`src/rtl/btn_bcd_counter_display.sv`:
```
// 4-digit BCD up/down counter driven by debounced pulses, scanned onto a
// common-anode seven-segment display. Optional macro: LEADING_ZERO_BLANK_EN.
module btn_bcd_counter_display #(
    parameter int REFRESH_DIV = 100000,
    parameter int CNT_W       = 17
) (
    input  logic        clk,
    input  logic        resetn,
    input  logic        inc_pulse,
    input  logic        dec_pulse,
    input  logic        clr_pulse,
    output logic [15:0] count_bcd,
    output logic        wrap,
    output logic [3:0]  an,
    output logic [6:0]  seg,
    output logic        dp
);

    localparam logic [CNT_W-1:0] REFRESH_LAST = CNT_W'(REFRESH_DIV - 1);

    logic [15:0]      cnt_q, cnt_d;
    logic             wrap_q, wrap_d;
    logic [CNT_W-1:0] refresh_q, refresh_d;
    logic [1:0]       idx_q, idx_d;
    logic [3:0]       an_q, an_d;
    logic [3:0]       digit_s;
    logic             blank_s;

    function automatic logic [15:0] bcd_inc(input logic [15:0] v);
        logic [15:0] r;
        logic        carry;
        r     = v;
        carry = 1'b1;
        for (int i = 0; i < 4; i++) begin
            if (carry) begin
                if (v[i*4 +: 4] == 4'd9) begin
                    r[i*4 +: 4] = 4'd0;
                    carry       = 1'b1;
                end else begin
                    r[i*4 +: 4] = v[i*4 +: 4] + 4'd1;
                    carry       = 1'b0;
                end
            end else begin
                r[i*4 +: 4] = v[i*4 +: 4];
            end
        end
        return r;
    endfunction

    function automatic logic [15:0] bcd_dec(input logic [15:0] v);
        logic [15:0] r;
        logic        borrow;
        r      = v;
        borrow = 1'b1;
        for (int i = 0; i < 4; i++) begin
            if (borrow) begin
                if (v[i*4 +: 4] == 4'd0) begin
                    r[i*4 +: 4] = 4'd9;
                    borrow      = 1'b1;
                end else begin
                    r[i*4 +: 4] = v[i*4 +: 4] - 4'd1;
                    borrow      = 1'b0;
                end
            end else begin
                r[i*4 +: 4] = v[i*4 +: 4];
            end
        end
        return r;
    endfunction

    function automatic logic [6:0] seg_decode(input logic [3:0] d);
        logic [6:0] s;
        case (d)
            4'd0:    s = 7'b1000000;
            4'd1:    s = 7'b1111001;
            4'd2:    s = 7'b0100100;
            4'd3:    s = 7'b0110000;
            4'd4:    s = 7'b0011001;
            4'd5:    s = 7'b0010010;
            4'd6:    s = 7'b0000010;
            4'd7:    s = 7'b1111000;
            4'd8:    s = 7'b0000000;
            4'd9:    s = 7'b0010000;
            default: s = 7'b1111111;
        endcase
        return s;
    endfunction

    // Next count and wrap flag, clear taking priority over simultaneous inc/dec
    always_comb begin
        cnt_d  = cnt_q;
        wrap_d = 1'b0;
        if (clr_pulse) begin
            cnt_d = 16'h0000;
        end else if (inc_pulse && dec_pulse) begin
            cnt_d = cnt_q;
        end else if (inc_pulse) begin
            cnt_d  = bcd_inc(cnt_q);
            wrap_d = (cnt_q == 16'h9999);
        end else if (dec_pulse) begin
            cnt_d  = bcd_dec(cnt_q);
            wrap_d = (cnt_q == 16'h0000);
        end else begin
            cnt_d = cnt_q;
        end
    end

    // Refresh divider and digit index; an tracks the next index so it lands with idx
    always_comb begin
        refresh_d = refresh_q + CNT_W'(1);
        idx_d     = idx_q;
        if (refresh_q == REFRESH_LAST) begin
            refresh_d = {CNT_W{1'b0}};
            idx_d     = idx_q + 2'd1;
        end else begin
            idx_d = idx_q;
        end
        case (idx_d)
            2'd0:    an_d = 4'b1110;
            2'd1:    an_d = 4'b1101;
            2'd2:    an_d = 4'b1011;
            2'd3:    an_d = 4'b0111;
            default: an_d = 4'b1110;
        endcase
    end

    // State registers
    always_ff @(posedge clk or negedge resetn) begin
        if (!resetn) begin
            cnt_q     <= 16'h0000;
            wrap_q    <= 1'b0;
            refresh_q <= {CNT_W{1'b0}};
            idx_q     <= 2'd0;
            an_q      <= 4'b1110;
        end else begin
            cnt_q     <= cnt_d;
            wrap_q    <= wrap_d;
            refresh_q <= refresh_d;
            idx_q     <= idx_d;
            an_q      <= an_d;
        end
    end

    // Segment decode of the scanned digit, straight from registers
    always_comb begin
        digit_s = cnt_q[{idx_q, 2'b00} +: 4];
`ifdef LEADING_ZERO_BLANK_EN
        case (idx_q)
            2'd1:    blank_s = (cnt_q[15:4]  == 12'h000);
            2'd2:    blank_s = (cnt_q[15:8]  == 8'h00);
            2'd3:    blank_s = (cnt_q[15:12] == 4'h0);
            default: blank_s = 1'b0;
        endcase
`else
        blank_s = 1'b0;
`endif
        if (blank_s) begin
            seg = 7'b1111111;
        end else begin
            seg = seg_decode(digit_s);
        end
    end

    assign count_bcd = cnt_q;
    assign wrap      = wrap_q;
    assign an        = an_q;
    assign dp        = 1'b1;

endmodule
```
`config.mk`:
```
export PLATFORM = sky130hd
export DESIGN_NAME = btn_bcd_counter_display
export DESIGN_NICKNAME = d
export VERILOG_FILES = /design/src/rtl/btn_bcd_counter_display.sv
export SDC_FILE = /design/constraint.sdc
export NUM_CORES = 1
export LEC_CHECK = 0
export BUFFER_PORTS_ARGS = -buffer_cell sky130_fd_sc_hd__clkbuf_2
export CAP_MARGIN = 10
export CORE_MARGIN = 1.5
export CORE_UTILIZATION = 53
export CTS_BUF_LIST = sky130_fd_sc_hd__clkbuf_8 sky130_fd_sc_hd__clkbuf_16
export CTS_CLUSTER_SIZE = 12
export DETAILED_ROUTE_END_ITERATION = 12
export MAX_ROUTING_LAYER = met4
export PLACE_DENSITY = 0.73
export REMOVE_ABC_BUFFERS = 1
export SLEW_MARGIN = 10
export SYNTH_ARGS = -nofsm -noshare
export SYNTH_HDL_FRONTEND = slang
export SYNTH_SLANG_ARGS = --single-unit
```
`constraint.sdc`:
```
create_clock -name clk -period 1.95 [get_ports clk]
set_input_delay 0.0975 -clock clk [delete_from_list [all_inputs] [get_ports clk]]
set_output_delay 0.0975 -clock clk [all_outputs]
set_load 0.05 [all_outputs]
```
==> qor.yml <==
cts_max_level: 2
grt_max_degree: 41
rsz0062_at_grt: "true"
drt-initial-drc-count: 162
die_y_um: 77.3
drive_above_1_share: 0.366
hold_depth: 2
cp_max_fo: 8
cts_buffers: 5
synth_top_area_share: 0.317
cts_num_sinks: 40
clock_path_buffers: 2
worstSetupPathType: "reg2out"
routedWlPerCell_um: 15.8
die_x_um: 77.3
core_um2: 5200
clk_pin_slew_ns: 0.08
finalSetupTns_ns: -1.45
setup_viol: 7
report.final.slew_viol_count: 0
antenna_cells: 0
clock_latency_ns: 0.30
routed_wl_um: 7050
avgSynthCellArea_um2: 9.08
grt_use_total: 0.246
synth-seq-cells: 40
finClkSkew_ns: 0.00274
antenna_found_initial: 0
die_area_um2: 5970
dp_cells: 436
finalCritPeriodShare: 1.13
p_leak_nw: 1.60
crit_arrival_ns: 2.10
drt_pre_antenna_iters: 4
synth.area.top_cells: "dfrtp_1, ha_1, mux4_2"
synth_cell_types: 67
startpoint_type: "flip-flop"
max_slew_margin: 0.655
syn2layout_area_growth_pct: 27.4
violations: "negative setup slack"
grt_pass1_wl_um: 11400
timing.fmax_mhz: 455
viasPerCell: 5.83
drc: 0
crit_required_ns: 1.85
num_rows: 26
portBuffers: 32
gp_congestion: 0.880
grt_pass1_vias: 2395
tightest_slew_ns: 0.517
cp-end-kind: "primary output"
final_nets: 394
power_density_nw_per_um2: 899
synth-seq-area-share: 0.344
synth_area_um2: 2920
ioPinCount: 34
yosysTopAreaCell: "dfrtp_1"
ff2ff_path_depth: 6
cts_root_buffer: "clkbuf_8"
postSynthCellCount: 322
tritoncts: "built"
hold_path.class: "in2reg"
final_antenna_net_count: 0
finalWorstSetupSlack_ns: -0.247
ys_async_sr_fraction: 1.00
hold_violations: 0
start_util: 0.562
status: "finished with violations"
peakVddDrop_mv: 0.537
finalNonFillerCells: 447
yosys_most_used_dff: "dfrtp_1"
maxCapViolations: 0
synth-edff-count: 0
yosysWarnings: 0
grt_remaining_overflow: 0
dpl.hpwl_um: 4750
min_period_ns: 2.20
vias: 2608
## report_power, final
| group | leakage [nW] | total (mW) | internal [mW] | switching (mW) |
|---|---|---|---|---|
| combinational | 1.02 | 1.65 | 0.652 | 0.994 |
| clock | 0.0614 | 0.731 | 0.419 | 0.312 |
| sequential | 0.520 | 0.971 | 0.893 | 0.0785 |
## timing repair
item / in CTS / in global routing
setup endpoints to repair: 7 / 16
hold buffers: 1 / 0
resized for setup: 32 / 33
endpoints found under the hold margin: 37 / 0
pin swaps: 7 / 6
setup buffers: 2 / 0
## placed cells by master (no fill, tap or decap), drive strengths merged, types with 3 or more instances in the layout
| master | n |
|---|---|
| dfrtp | 37 |
| or3 | 4 |
| a211oi | 3 |
| nor2b | 7 |
| or4 | 3 |
| nor3 | 10 |
| mux4 | 4 |
| and2 | 4 |
| mux2i | 5 |
| inv | 16 |
| and4 | 6 |
| nor2 | 23 |
| clkbuf | 34 |
| nor3b | 3 |
| buf | 43 |
| o21bai | 3 |
| or2 | 5 |
| mux2 | 7 |
| nand2 | 17 |
| ha | 13 |
| nand3 | 12 |
| nor4 | 4 |
| nand4 | 5 |
| dfstp | 3 |
| a221oi | 3 |
| nand2b | 7 |
| a21oi | 17 |
| a31oi | 6 |
| o21ai | 15 |
| o2bb2ai | 6 |
| xor2 | 9 |
| xnor2 | 8 |
## synthesized netlist by cell type, types with 7 or more instances
master    instances
xnor2_1           8
inv_1            17
nor2_1           22
nand2_1          17
clkbuf_1         10
dfrtp_1          37
mux2_2            7
buf_2            10
xor2_1            9
a21oi_1          16
nand2b_1          7
ha_1             13
nor3_1            8
o21ai_0          15
nor2b_1           7
nand3_1          11
## critical path: stages (launching register included)
cell,delay (ns)
dfrtp_1,0.47
mux4_2,0.62
buf_4,0.21
mux2i_1,0.13
a21oi_2,0.19
buf_8,0.17
## path summary, 6_finish.rpt
kind | from | to | slack (ns)
max in group asynchronous | resetn | idx_q[1] | 1.18
min | dec_pulse | wrap | 0.11
min in group asynchronous | resetn | count_bcd[2] | 0.38
max reg2reg | count_bcd[0] | count_bcd[5] | 0.07
max | count_bcd[2] | seg[0] | -0.25
min reg2reg | refresh_q[0] | refresh_q[0] | 0.49
## metrics by stage
| stage | power (mW) | setup WS (ns) | hold slack, ns | instance area [µm²] | utilization |
|---|---|---|---|---|---|
| global route | 3.51 | -0.336 | 0.116 | 3720 | 0.715 |
| global placement | 2.36 | -0.0108 | 0.181 | 3320 | 0.638 |
| floorplan | 1.90 | -0.687 | -0.198 | 2800 | - |
| detailed placement | 2.38 | -0.0653 | 0.190 | 3320 | 0.638 |
| CTS | 3.25 | -0.260 | 0.112 | 3610 | 0.694 |
| finish | 3.35 | -0.247 | 0.108 | 3720 | 0.715 |
## flip-flops by register name (all words and copies together), names as in the netlist
register,flops
refresh_q,17
wrap,1
idx_q,2
an,4
count_bcd,16
## kinds of logic after synthesis
family / count (synthesis) / synth area share
other: 1 / 0.00128
flip-flops: 40 / 0.344
AO/OA/AOI/OAI: 71 / 0.163
adder cells (fa/ha/maj): 13 / 0.0557
multiplexers: 16 / 0.0749
buffers and inverters: 42 / 0.0655
AND/OR/NAND/NOR: 122 / 0.245
XOR/XNOR: 17 / 0.0509
## routing by layer
metal / up-vias / routed length (µm) / GRT usage
li1: 1266 / - / -
met1: 1251 / 3150 / 0.324
met2: 76 / 3360 / 0.379
met3: 15 / 378 / 0.0464
met4: 0 / 167 / 0.0873
met5: - / 0 / -
## final cells by class
class                   count  area [µm²]
multi-input cells         240        1890
clock buffers               6        82.6
clock inverters             2        38.8
flip-flops and latches     40        1010
repair buffers             72         544
inverters                  17        70.1
well taps                  70        87.6
fillers                   387        1480
No activity file was read; power rests on OpenSTA's default activity.
